**config.mk**
```make
export PLATFORM = sky130hd
export DESIGN_NAME = regfile_loader
export DESIGN_NICKNAME = d
export VERILOG_FILES = /design/src/rtl/regfile_loader_pkg.sv /design/src/rtl/regfile_loader.sv
export SDC_FILE = /design/constraint.sdc
export NUM_CORES = 1
export LEC_CHECK = 0
export CORE_UTILIZATION = 52
export DETAILED_ROUTE_END_ITERATION = 8
export PLACE_DENSITY = 0.84
export SYNTH_ARGS = -nofsm -noshare
export SYNTH_HDL_FRONTEND = slang
export SYNTH_SLANG_ARGS = --single-unit
export TNS_END_PERCENT = 50
```
**constraint.sdc**
```tcl
create_clock -name Clk -period 4.65 [get_ports Clk]
set_input_delay 0.465 -clock Clk [delete_from_list [all_inputs] [get_ports Clk]]
set_output_delay 0.465 -clock Clk [all_outputs]
set_load 0.02 [all_outputs]
```
**src/rtl/regfile_loader_pkg.sv**
```systemverilog
// Shared definitions for the register-file loader: FSM states and default geometry.
package regfile_loader_pkg;

  typedef enum logic [2:0] {
    S_IDLE,
    S_ACCEPT,
    S_WRITE,
    S_RD_REQ,
    S_RD_CAP,
    S_DONE
  } state_t;

  localparam int DEPTH_DEFAULT = 16;
  localparam int WIDTH_DEFAULT = 8;
  localparam int ADDR_W        = $clog2(DEPTH_DEFAULT);
  localparam int CSUM_W        = WIDTH_DEFAULT + 4;

endpackage

```
**src/rtl/regfile_loader.sv**
```systemverilog
// Byte-stream loader: accepts DEPTH bytes over valid/ready, writes them to
// consecutive register-file addresses, optionally reads each one back, and
// reports a running checksum plus a sticky first-mismatch error.
module regfile_loader
  import regfile_loader_pkg::*;
#(
  parameter int DEPTH  = DEPTH_DEFAULT,
  parameter int WIDTH  = WIDTH_DEFAULT,
  parameter bit VERIFY = 1'b1
) (
  input  logic                     Clk,
  input  logic                     Rst,
  input  logic                     go,
  input  logic                     in_valid,
  input  logic [WIDTH-1:0]         in_data,
  output logic                     in_ready,
  output logic                     W_en,
  output logic [$clog2(DEPTH)-1:0] W_addr,
  output logic [WIDTH-1:0]         W_Data,
  output logic                     R_en,
  output logic [$clog2(DEPTH)-1:0] R_addr,
  input  logic [WIDTH-1:0]         R_Data,
  output logic                     busy,
  output logic                     done,
  output logic                     err,
  output logic [$clog2(DEPTH)-1:0] err_addr,
  output logic [WIDTH+3:0]         checksum
);

  localparam int AW = $clog2(DEPTH);
  localparam int CW = WIDTH + 4;
  localparam logic [AW-1:0] LAST = AW'(DEPTH - 1);

  // Sixteen bytes of at most 2^WIDTH-1 fit in WIDTH+4 bits, so a plain add
  // can never wrap.
  function automatic logic [CW-1:0] csum_add(input logic [CW-1:0] acc,
                                             input logic [WIDTH-1:0] b);
    return acc + CW'(b);
  endfunction

  state_t        state;
  state_t        state_nxt;
  logic [AW-1:0] idx;
  logic          xfer;
  logic          last;

  assign xfer = (state == S_ACCEPT) && in_valid && in_ready;
  assign last = (idx == LAST);
  assign busy = (state != S_IDLE);

  // Next-state selection; the handshake, write, readback and index advance.
  always_comb begin
    state_nxt = state;
    unique case (state)
      S_IDLE:   if (go) state_nxt = S_ACCEPT;
      S_ACCEPT: if (xfer) state_nxt = S_WRITE;
      S_WRITE: begin
        if (VERIFY) state_nxt = S_RD_REQ;
        else        state_nxt = last ? S_DONE : S_ACCEPT;
      end
      S_RD_REQ: state_nxt = S_RD_CAP;
      S_RD_CAP: state_nxt = last ? S_DONE : S_ACCEPT;
      S_DONE:   state_nxt = S_IDLE;
      default:  state_nxt = S_IDLE;
    endcase
  end

  // State register plus registered strobes decoded from the upcoming state.
  always_ff @(posedge Clk) begin
    if (!Rst) begin
      state    <= S_IDLE;
      in_ready <= 1'b0;
      W_en     <= 1'b0;
      R_en     <= 1'b0;
      done     <= 1'b0;
    end else begin
      state    <= state_nxt;
      in_ready <= (state_nxt == S_ACCEPT);
      W_en     <= (state_nxt == S_WRITE);
      R_en     <= (state_nxt == S_RD_REQ);
      done     <= (state_nxt == S_DONE);
    end
  end

  // Datapath: index, write/read addresses, held write byte, checksum, error.
  always_ff @(posedge Clk) begin
    if (!Rst) begin
      idx      <= '0;
      W_addr   <= '0;
      W_Data   <= '0;
      R_addr   <= '0;
      checksum <= '0;
      err      <= 1'b0;
      err_addr <= '0;
    end else begin
      unique case (state)
        S_IDLE: begin
          if (go) begin
            idx      <= '0;
            checksum <= '0;
            err      <= 1'b0;
            err_addr <= '0;
          end
        end
        S_ACCEPT: begin
          if (xfer) begin
            W_Data   <= in_data;
            W_addr   <= idx;
            checksum <= csum_add(checksum, in_data);
          end
        end
        S_WRITE: begin
          if (VERIFY)     R_addr <= idx;
          else if (!last) idx    <= idx + 1'b1;
        end
        S_RD_CAP: begin
          // Only the first mismatch is recorded; the run always completes.
          if ((R_Data != W_Data) && !err) begin
            err      <= 1'b1;
            err_addr <= idx;
          end
          if (!last) idx <= idx + 1'b1;
        end
        default: ;
      endcase
    end
  end

endmodule
```
Word level (Yosys, flattened, before mapping)
Index checks and enable logic that the tools add are counted.
{"block": "classes", "add_sub_neg": 2, "n_mul": 0, "div": 0, "magnitude_cmp": 0, "n_eq_ne": 14, "shift": 0, "mux": 15, "n_bitwise": 0, "reduce_logical": 12}
{"op": "2-to-1 mux 12 bit", "count": 2}
{"op": "case mux 12 bit (2 select lines)", "count": 1}
{"op": "case mux 4 bit (2 select lines)", "count": 2}
{"op": "case mux 3 bit (5 select lines)", "count": 1}
{"op": "adder 12 x 8 -> 12 bit", "count": 1}
{"op": "== test 3 x 2 -> 1 bit, second input constant", "count": 4}
{"op": "2-to-1 mux 4 bit", "count": 3}
{"op": "2-to-1 mux 3 bit", "count": 3}
{"op": "AND reduction 3 bit", "count": 3}
{"op": "!= test 2 bit, second input constant", "count": 4}
{"op": "!= test 8 bit", "count": 1}
{"op": "== test 3 x 1 -> 1 bit, second input constant", "count": 2}
{"op": "== test 3 bit, second input constant", "count": 2}
{"op": "adder 4 x 1 -> 4 bit, second input constant", "count": 1}
{"op": "== test 4 bit, second input constant", "count": 1}
{"op": "nonzero test 2 bit", "count": 2}
{"op": "logical AND 1 bit", "count": 3}
{"op": "logical NOT 3 bit", "count": 1}
{"op": "nonzero test 3 bit", "count": 1}
{"op": "2-to-1 mux 1 bit", "count": 2}
{"op": "case mux 1 bit (2 select lines)", "count": 1}
{"op": "AND reduction 2 bit", "count": 1}
{"op": "logical NOT 1 bit", "count": 1}
{"block": "totals", "regBits": 44, "latch_bits": 0, "mem_bits_rw": 0, "mem_bits_ro": 0, "in_bits": 20, "out_inout_bits": 38, "wordCells": 55, "n_memories": 0}

Depth between registers and ports, before layout
Gate-level depths: netlist of run 1.
{"block": "depth", "ltp_word": 6, "mapped_depth": 8, "mapped_depth_nobuf": 8}

Worst setup path before layout of run 1
OpenSTA, ideal clock, no wires.
{"block": "synth_path", "path_type": "register -> register", "from": "reg checksum[0]", "to": "reg checksum[8]", "setup_ps": 72, "arrival_ps": 1914, "required_time_ps": 4578, "slack_ps": 2664, "stages_incl_launch_ff": 9, "path_buffers": 0, "synth_period_minus_slack_ps": 1986, "cell_sequence": "dfxtp_1 > ha_1 > inv_1 > fa_1 > nand2b_1 > a21oi_1 > o31a_1 > o31a_1 > mux2i_1"}
{"block": "synth_via", "elab_chain_cells": 3}
{"element": "start, declared", "line_no": "regfile_loader.sv:27", "text": "output logic [WIDTH+3:0] checksum"}
{"element": "start signal, assigned", "line_no": "regfile_loader.sv:109", "text": "checksum <= csum_add(checksum, in_data);"}
{"element": "adder 12 x 8 -> 12 bit", "line_no": "regfile_loader.sv:38", "text": "return acc + CW'(b);"}
{"element": "2-to-1 mux 12 bit", "line_no": "regfile_loader.sv:106", "text": "if (xfer) begin"}
{"element": "case mux 12 bit (2 select lines)", "line_no": "regfile_loader.sv:96", "text": "unique case (state)"}
No other way between the ends. The select of a mux whose other input is x is not followed.
A chain may end at the register's enable or synchronous reset.

Final worst setup path of run 1
{"block": "layout_path", "from": "in in_valid", "to": "reg checksum[9]"}
{"block": "layout_via", "elab_chain_cells": 4}
{"element": "start, declared", "line_no": "regfile_loader.sv:14", "text": "input logic in_valid,"}
{"element": "logical AND 1 bit (2 in a row)", "line_no": "regfile_loader.sv:47", "text": "assign xfer = (state == S_ACCEPT) && in_valid && in_ready;"}
{"element": "!= test 2 bit (no source line)"}
{"element": "AND reduction 3 bit (no source line)"}
No other way between the ends.

==> results of run 1 <==
-- cell usage in the layout, fill, tap and decap left out, drive strengths merged, types with 2 or more instances in the layout --
master | netlist | final
mux2i | 5 | 5
o21ai | 12 | 12
and2 | 5 | 5
nor3b | 5 | 5
clkbuf | 8 | 7
nand2 | 33 | 33
or3 | 3 | 3
or2 | 2 | 2
nor3 | 2 | 2
nor4 | 3 | 3
a31oi | 4 | 4
a21o | 2 | 2
xor2 | 10 | 10
o211ai | 3 | 3
and3 | 7 | 7
nor2b | 9 | 9
a211oi | 4 | 4
nor2 | 15 | 15
o31a | 2 | 2
a21boi | 16 | 16
a21oi | 6 | 6
dfxtp | 44 | 44
nand2b | 3 | 3
o21a | 7 | 7
inv | 8 | 8
ha | 9 | 9
clkdlybuf4s50 | 0 | 57
nand3 | 12 | 12
-- state kept, by name (all words and copies together) (netlist names), 3 cells and up --
register / flops
checksum: 12
W_Data: 8
R_addr: 4
W_addr: 4
err_addr: 4
idx: 4
state: 3
-- logic make-up (layout without fill, tap and decap cells) --
kind of cell	count (synthesis)	count (layout)
AND/OR/NAND/NOR	107	107
multiplexers	5	5
adder cells (fa/ha/maj)	10	10
buffers and inverters	20	73
XOR/XNOR	11	11
AO/OA/AOI/OAI	60	60
flip-flops	44	44
-- routing by layer --
metal | vias up | routed length (um) | GRT usage, %
met2 | 45 | 2340 | 39.9
met1 | 926 | 2510 | 33.0
met3 | 9 | 211 | 4.73
met4 | 0 | 68 | 8.24
met5 | - | 0 | 0
li1 | 1011 | - | -
-- cell type report --
cell class,count,area share (%)
Timing Repair Buffer,58,19.8
Inverter,8,1.03
Sequential cell,44,30.1
Multi-Input combinational cell,193,43.6
Clock buffer,7,3.29
Tap cell,50,2.14
-- report_power, final --
part / leakage, uW / total [uW] / internal (uW) / switching [uW]
sequential: 0.000355 / 387 / 382 / 5.42
clock: 0.0000503 / 256 / 132 / 124
combinational: 0.000647 / 90.2 / 43.1 / 47.1
-- final timing paths --
path,end,from
worst min-delay path,W_addr[0],W_addr[0]
worst max register to register,checksum[10],state[2]
worst min register to register,W_addr[0],W_addr[0]
worst max-delay path,checksum[9],in_valid
-- through the flow --
step / instances / setup slack [ns] / utilization, %
finish: 360 / 2.27 / 72.1
global route: 360 / 2.08 / 72.1
CTS: 360 / 2.28 / 72.1
detailed placement: 353 / 1.98 / 69.7
global placement: 353 / 2.03 / 69.7
floorplan: 257 / 2.66 / -
-- worst max-delay path: stages --
cell and delay (ns):
clkdlybuf4s50_1 0.46, nand2_1 0.12, or3b_1 0.78, a21bo_1 0.33, or3_1 0.30, a21oi_1 0.14
==> results by group, run 1 <==
Setup path
  – Crit path DAT: 2.60 ns
  – Worst EP required: 4.87 ns
  – CP startpoint kind: input port
  – CP endpoint kind: register
  – Reg2reg setup slack: 2.31 ns
  – Critical path class: in2reg
  – CP Max Fanout: 27
  – Cells on worst reg2reg path: 4

Logic synthesis
  – Simple-Gate Fraction of Synth Area: 25.3%
  – Most common cell in the synthesized netlist: dfxtp_1
  – Post-synth EDFFs: 0
  – Portion of netlist area occupied by mux cells: 2.23%
  – Cells after Synth: 257
  – Adder-cell share of the synthesized area: 5.92%
  – XOR/XNOR share of the synthesized area: 4.30%
  – Top cells by area, synth: dfxtp_1 39%, a21boi_0 5.4%, nand2_1 5.4%
  – Largest family of logic cells by synthesized area: simple AND/OR/NAND/NOR gates
  – Top cells by count, synth: 44 x dfxtp_1, 32 x nand2_1, 16 x a21boi_0
  – Sequential area share after synthesis: 39.3%
  – Cell variety after synth: 47
  – Fraction of registers with async set or reset after synthesis: 0%
  – Synth Warn #: 0
  – Synth Net Count: 287
  – Ys flop type: dfxtp_1
  – Syn Area/Cell: 8.72 sq um
  – Area leader, netlist: dfxtp_1
  – Cell Area, Synth: 2240 sq um
  – Compound-Gate Fraction of Synth Area: 19.1%
  – Synth top area share: 39.3%
  – Register bit count reported by yosys: 44

CTS
  – Bufs on Longest Clock Path: 2
  – Setup Buffers After CTS: 0
  – Worst-Skew Late Latency: 0.29 ns
  – Cts hold-fix bufs: 0
  – Root Driver: clkbuf_8
  – Sinks on Clock Net: 44
  – TritonCTS clock tree: yes
  – CTS resizes: 0
  – CTS buffer count: 5
  – H-tree depth: 2
  – CTS clk-pin slew, worst paths: 0.08 ns

Hold path
  – Worst hold stages: 2
  – Hold Crit Class: reg2reg

STA
  – Worst Skew: 0.00378 ns
  – Worst-Margin Slew: 1.23 ns
  – Final-report hold violation count: 0
  – Hold WS: 0.474 ns
  – Final period util: 51.2%
  – Worst slew margin: 17.8%
  – Setup TNS: 0 ns
  – RSZ-0062 raised after global routing: no
  – Period minus WS final: 2.38 ns
  – Setup violations, final: 0
  – Max-slew violations: 0
  – FMAX: 420 MHz

Finish
  – FILL cells: 312
  – Layout cells sized above 1: 4.52%
  – Final #Nets: 340
  – Area of the multi-input gates: 1280 sq um
  – ANT cells: 0
  – FF+latch area: 881 sq um
  – P&R area growth vs syn: 30.4%
  – Final instance area: 2920 sq um

Die
  – Initial Utilization: 55.3%
  – Core ar.: 4060 sq um
  – Die height: 67.7 um
  – Die width: 67.7 um
  – Area of the die: 4580 sq um
  – # IOs: 58
  – Row count: 23

Placed design
  – Post-DP Area: 2830 sq um
  – Final HPWL DP: 3640 um
  – IO Port Bufs: 57
  – Final Wtd Congestion: 0.796

Detailed routing
  – Via density: 5.53
  – Final wirelength: 5140 um
  – Routed Antenna Nets: 0
  – Detailed-route via count: 1,991
  – DR WL/cell: 14.3 um
  – Drc violations: 0
  – DRT Pass-1 Iters: 4
  – Initial DRC count: 108

GRT
  – Largest net degree at the start of global routing: 37
  – Total grt overflow: 0
  – Initial antenna violation count: 0
  – Global Route Usage Sum: 24.8%
  – Vias in the first global route: 1,822
  – Global-route wire length before repair: 8530 um

Run
  – Max_cap viols: 0

Power
  – Leak: 0.00105 uW
  – Total power: 734 uW
  – Cell Pwr Density: 251 nW/um^2
  – Maximum vdd drop: 207 uV

Status
  – Run status: finished clean
Power figures use the tool's default switching activity.
==> run 2, diff against run 1 <==
- CORE_UTILIZATION: 52 -> 49
- PLACE_DENSITY: 0.84 -> 0.8
- clock period: 4.65 -> 2.4 ns (I/O delays scaled with it)
==> run 2 against run 1 <==
- worst setup slack got worse by 2.0 ns
- global-route usage decreased by 3.5 points
- critical endpoint is now checksum[8]
- combinational power increased by 100%
- die area increased by 5.9%
- count of clock-buffer cells in the layout decreased by 1
- largest cell class unchanged
- design area increased by 2.0%
- register-to-register slack got worse by 2.0 ns
- total power increased by 110%
- non-clock buffer count increased by 4
- final cell count increased by 1.9%
==> results by group, run 2 (synthesis results as in run 1) <==
Power
  – Cell Pwr Density: 513 nW/um^2 (was 251 nW/um^2)
  – Logic gate share of total power: 11.7% (was 12.3%)
  – Leak: 0.00108 uW (was 0.00105 uW)
  – Maximum vdd drop: 385 uV (was 207 uV)
  – Clock share of power: 39.3% (was 34.9%)
  – Internal Pwr Total: 1170 uW (was 557 uW)
  – P_sw: 362 uW (was 177 uW)
  – Sw Ratio: 23.7% (was 24.1%)
  – Seq pwr share: 49.0% (was 52.8%)

CTS
  – Root Driver: clkbuf_8 (unchanged)
  – CTS buffer count: 5 (unchanged)
  – Worst-Skew Late Latency: 0.29 ns (about the same)
  – TritonCTS clock tree: yes (unchanged)
  – Sinks on Clock Net: 44 (unchanged)
  – CTS resizes: 0 (unchanged)
  – Setup Buffers After CTS: 0 (unchanged)
  – Cts hold-fix bufs: 0 (unchanged)
  – H-tree depth: 2 (unchanged)
  – CTS clk-pin slew, worst paths: 0.09 ns (was 0.08 ns)
  – Bufs on Longest Clock Path: 2 (unchanged)

Hold path
  – Hold_sp: W_addr[1] (was W_addr[0])
  – Hold path endpoint: W_addr[1] (was W_addr[0])
  – Worst hold stages: 2 (unchanged)
  – Hold Crit Class: reg2reg (unchanged)

Detailed routing
  – DR WL/cell: 13.7 um (was 14.3 um)
  – Via density: 5.40 (was 5.53)
  – Drc violations: 0 (unchanged)
  – Detailed-route via count: 1,981 (was 1,991)
  – DRT Pass-1 Iters: 4 (unchanged)
  – Initial DRC count: 121 (was 108)
  – Final wirelength: 5040 um (was 5140 um)
  – Routed Antenna Nets: 0 (unchanged)

Setup path
  – Crit path DAT: 2.34 ns (was 2.60 ns)
  – CP startpoint kind: input port (unchanged)
  – Critical path class: in2reg (unchanged)
  – Reg2reg setup slack: 0.36 ns (was 2.31 ns)
  – Reg-to-Reg Start: checksum[0] (was state[2])
  – R2r endpoint: checksum[8] (was checksum[10])
  – CP Max Fanout: 4 (was 27)
  – CP endpoint kind: register (unchanged)
  – Worst EP required: 2.63 ns (was 4.87 ns)
  – Cells on worst reg2reg path: 8 (was 4)

Placed design
  – IO Port Bufs: 57 (unchanged)
  – Dpl cells: 359 (was 353)
  – Final Wtd Congestion: 0.766 (was 0.796)
  – Final HPWL DP: 3600 um (was 3640 um)

STA
  – Setup violations, final: 0 (unchanged)
  – Final-report hold violation count: 0 (unchanged)
  – Max-slew violations: 0 (unchanged)
  – Worst slew margin: 55.5% (was 17.8%)
  – Worst Skew: 0.00661 ns (was 0.00378 ns)
  – Hold WS: 0.478 ns (was 0.474 ns)
  – FMAX: 473 MHz
  – RSZ-0062 raised after global routing: no (unchanged)
  – Worst-Margin Slew: 0.665 ns (was 1.23 ns)
  – Final period util: 88.1%
  – Period minus WS final: 2.12 ns

Die
  – Core ar.: 4380 sq um (was 4060 sq um)
  – Area of the die: 4850 sq um (was 4580 sq um)
  – Die width: 69.6 um (was 67.7 um)
  – # IOs: 58 (unchanged)
  – Row count: 24 (was 23)
  – Die height: 69.6 um (was 67.7 um)
  – Initial Utilization: 51.1% (was 55.3%)

GRT
  – Vias in the first global route: 1,734 (was 1,822)
  – Global-route wire length before repair: 8370 um (was 8530 um)
  – Global Route Usage Sum: 21.3% (was 24.8%)
  – Largest net degree at the start of global routing: 37 (unchanged)
  – Total grt overflow: 0 (unchanged)
  – Initial antenna violation count: 0 (unchanged)

Finish
  – P&R area growth vs syn: 33.0% (was 30.4%)
  – Layout cells sized above 1: 6.03% (was 4.52%)
  – ANT cells: 0 (unchanged)
  – Largest Register: checksum (unchanged)
  – Commonest non-fill, non-tap cell in the layout: clkdlybuf4s50_1 (unchanged)
  – Largest registers: checksum x12, W_Data x8 (unchanged)
  – Most frequent cells in the layout: 57 x clkdlybuf4s50_1, 44 x dfxtp_1, 32 x nand2_1, 16 x a21boi_0, 15 x nor2_1 (unchanged)
  – FILL cells: 371 (was 312)
  – Layout Cells excl Fill: 367 (was 360)
  – Final #Nets: 344 (was 340)
  – Max FFs per register: 12 (unchanged)

Run
  – Max_cap viols: 0 (unchanged)

Status
  – Run status: finished clean (unchanged)
==> run 2: cell count changes in the layout (fill, tap and decap cells not counted), sizes merged <==
cell and change:
clkbuf -1, bufinv +1, buf +4, clkinv +1
==> run 2: power groups by stage <==
stage          combinational, uW  clock (uW)  sequential (uW)
2_1_floorplan               97.6           0              773
6_report                     180         601              750
3_5_place_dp                 179           0              767
5_1_grt                      195         642              752
3_3_place_gp                 177           0              767
4_1_cts                      180         608              750
==> run 2: how the worst max path moves through the flow <==
stage	startpoint	end	slack, ns	cells past startpoint
final	in_data[0]	checksum[8]	0.28	9
after global routing	in_data[0]	checksum[8]	0.13	9
after CTS	in_data[0]	checksum[8]	0.30	9
after detailed placement	in_data[0]	checksum[8]	-0.01	9
after global placement	in_data[0]	checksum[8]	0.06	9
after floorplan	checksum[0]	checksum[8]	0.41	8
==> run 2: cell type report <==
type	count	area, sq um	area share, %
clock inverters	2	38.8	1.30
clock buffers	6	82.6	2.77
multi-input cells	193	1280	42.8
flip-flops and latches	44	881	29.5
inverters	8	30.0	1.01
well taps	52	65.1	2.18
repair buffers	62	608	20.4
==> run 2: metal layers <==
layer / GRT usage (%) / vias up / share of wire, %
li1: - / 1018 / -
met1: 29.6 / 914 / 49
met2: 34.2 / 44 / 46
met3: 3.78 / 5 / 3.7
met4: 5.56 / 0 / 1.1
met5: 0 / - / 0
==> run 2: worst max-delay path, stage by stage <==
cell and delay (ns):
clkdlybuf4s50_1 0.49, ha_1 0.20, inv_1 0.06, fa_1 0.39, nand2b_1 0.18, a21oi_1 0.24
o31a_1 0.23, o31a_1 0.15, mux2i_1 0.16
==> run 2: stage by stage <==
stage	util (%)	setup slack, ns	instance area (sq um)	setup TNS [ns]	total power, uW
after CTS	68.0	0.296	2980	0	1540
after floorplan	-	0.414	2240	0	870
final	68.0	0.285	2980	0	1530
after global routing	68.0	0.127	2980	0	1590
after global placement	65.2	0.0581	2860	0	945
after detailed placement	65.2	-0.0111	2860	-0.0111	947
==> run 3, diff against run 2 <==
- CTS_CLUSTER_DIAMETER: default -> 30
- REMOVE_ABC_BUFFERS: default -> 1
==> run 3 against run 2 <==
- hold slack got worse by 0.0041 ns
- die area is the same
- worst setup slack gained 0.0031 ns
- global-route usage up 1.1 points
- register-to-register slack worse by 0.03 ns
- total power fell by 0.50%
- via count increased by 1.8%
- count of clock-buffer cells in the layout is 1 lower
- critical path depth unchanged
- combinational power about the same
- sequential share of layout area shrank 0.099 points
==> results by group, run 3 (synthesis results as in run 1) <==
Detailed routing
  – Detailed-route via count: 2,016 (was 1,981)
  – Routed Antenna Nets: 0 (unchanged)
  – Via density: 5.46 (was 5.40)
  – DRT Pass-1 Iters: 4 (unchanged)
  – Drc violations: 0 (unchanged)
  – DR WL/cell: 14.0 um (was 13.7 um)
  – Initial DRC count: 157 (was 121)
  – Final wirelength: 5160 um (was 5040 um)

Run
  – Max_cap viols: 0 (unchanged)

CTS
  – Bufs on Longest Clock Path: 2 (unchanged)
  – H-tree depth: 2 (unchanged)
  – CTS clk-pin slew, worst paths: 0.09 ns (about the same)
  – Sinks on Clock Net: 44 (unchanged)
  – Worst-Skew Late Latency: 0.31 ns (was 0.29 ns)
  – TritonCTS clock tree: yes (unchanged)
  – CTS buffer count: 5 (unchanged)
  – Cts hold-fix bufs: 0 (unchanged)
  – Root Driver: clkbuf_8 (unchanged)
  – CTS resizes: 0 (unchanged)
  – Setup Buffers After CTS: 0 (unchanged)

Setup path
  – Crit-path slowest cell: clkdlybuf4s50_1 (unchanged)
  – Slowest stage delay, CP: 0.49 ns (about the same)
  – Critical path class: in2reg (unchanged)
  – Worst EP required: 2.64 ns (was 2.63 ns)
  – Critical path's top delay family: compound AO/OA/AOI/OAI gates (unchanged)
  – CP Max Fanout: 4 (unchanged)
  – CP startpoint kind: input port (unchanged)
  – Worst path buffer plus inverter count: 2 (unchanged)
  – CP endpoint kind: register (unchanged)
  – Crit-path cells: clkdlybuf4s50_1 > ha_1 > inv_1 > fa_1 > nand2b_1 > a21oi_1 > o31a_1 > o31a_1 > mux2i_1 (unchanged)
  – Worst path most repeated cell: o31a_1 (unchanged)
  – Crit path DAT: 2.35 ns (was 2.34 ns)

Finish
  – Max FFs per register: 12 (unchanged)
  – Largest registers: checksum x12, W_Data x8 (unchanged)
  – Largest Register: checksum (unchanged)
  – Commonest non-fill, non-tap cell in the layout: clkdlybuf4s50_1 (unchanged)
  – Final #Nets: 346 (was 344)
  – Layout cells sized above 1: 6.62% (was 6.03%)
  – P&R area growth vs syn: 33.4% (was 33.0%)
  – Final instance area: 2990 sq um (was 2980 sq um)
  – ANT cells: 0 (unchanged)
  – Most frequent cells in the layout: 57 x clkdlybuf4s50_1, 44 x dfxtp_1, 32 x nand2_1, 16 x a21boi_0, 15 x nor2_1 (unchanged)

GRT
  – Initial antenna violation count: 0 (unchanged)
  – Global-route wire length before repair: 8830 um (was 8370 um)
  – Global Route Usage Sum: 22.4% (was 21.3%)
  – Vias in the first global route: 1,915 (was 1,734)
  – Largest net degree at the start of global routing: 37 (unchanged)
  – Total grt overflow: 0 (unchanged)

Power
  – Cell Pwr Density: 509 nW/um^2 (was 513 nW/um^2)
  – Sw Ratio: 25.0% (was 23.7%)
  – Logic gate share of total power: 12.0% (was 11.7%)
  – P_sw: 381 uW (was 362 uW)
  – Clock share of power: 38.8% (was 39.3%)
  – Seq pwr share: 49.2% (was 49.0%)
  – Leak: 0.00109 uW (was 0.00108 uW)
  – Total power: 1520 uW (was 1530 uW)
  – Maximum vdd drop: 343 uV (was 385 uV)
  – Internal Pwr Total: 1140 uW (was 1170 uW)

Status
  – Run status: finished clean (unchanged)

STA
  – Worst slew margin: 58.2% (was 55.5%)
  – Worst Skew: 0.00648 ns (was 0.00661 ns)
  – FMAX: 473 MHz (about the same)
  – Period minus WS final: 2.11 ns (was 2.12 ns)
  – Max-slew violations: 0 (unchanged)
  – RSZ-0062 raised after global routing: no (unchanged)
  – Worst-Margin Slew: 0.624 ns (was 0.665 ns)
  – Setup TNS: 0 ns (unchanged)
  – Final period util: 88.0% (was 88.1%)
  – Final-report hold violation count: 0 (unchanged)
  – Setup violations, final: 0 (unchanged)

Placed design
  – Post-DP Area: 2880 sq um (was 2860 sq um)
  – Final HPWL DP: 3630 um (was 3600 um)
  – IO Port Bufs: 57 (unchanged)
  – Final Wtd Congestion: 0.836 (was 0.766)

Die
  – Row count: 24 (unchanged)
  – Initial Utilization: 51.1% (unchanged)
  – # IOs: 58 (unchanged)
  – Die height: 69.6 um (unchanged)
  – Area of the die: 4850 sq um (unchanged)
  – Core ar.: 4380 sq um (unchanged)
  – Die width: 69.6 um (unchanged)

Hold path
  – Hold Crit Class: reg2reg (unchanged)
==> run 3: cell count changes in the layout (fill, tap and decap cells not counted) <==
cell	before	now
clkinv_4	1	2
clkbuf_8	6	5
buf_4	5	7
==> run 3: through the flow <==
step,utilization [%],worst slack [ns],instances,hold slack [ns]
2_1_floorplan,-,0.392,245,0.357
3_3_place_gp,65.6,0.0553,361,0.456
3_5_place_dp,65.6,0.0110,361,0.465
4_1_cts,68.2,0.305,369,0.476
5_1_grt,68.2,0.112,369,0.498
6_report,68.2,0.288,369,0.474
==> run 3: worst min-delay path, cell delays in order (launching register included) <==
cell	delay [ns]
dfxtp_1	0.32
nand2_1	0.05
a21boi_0	0.07
==> run 3: layout make-up <==
type	instances	area (sq um)
fill	382	1390
tap	52	65.1
clock buffer	5	68.8
inverter	8	30.0
timing repair buffer	64	623
multi-input combinational	193	1280
sequential	44	881
clock inverter	3	47.5
==> run 3: worst paths after layout <==
path	from	endpoint	slack [ns]	cells after the start
setup / recovery	in_data[0]	checksum[8]	0.29	9
hold reg to reg	W_addr[1]	W_addr[1]	0.47	2
setup reg to reg	checksum[0]	checksum[8]	0.33	8
hold / removal	W_addr[1]	W_addr[1]	0.47	2
==> run 3: power groups by stage <==
stage / Sequential, uW / Clock, uW / Combinational (uW)
floorplan: 775 / 0 / 81.8
global placement: 767 / 0 / 180
detailed placement: 767 / 0 / 181
CTS: 750 / 597 / 183
global route: 752 / 629 / 199
finish: 750 / 591 / 183
==> run 3: layer usage <==
metal / track usage (%) / vias to the layer above / part of all wire, %
li1: - / 1021 / -
met3: 5.67 / 8 / 6.2
met2: 37.0 / 64 / 48
met1: 28.7 / 923 / 45
met4: 6.67 / 0 / 1.1
met5: 0 / - / 0
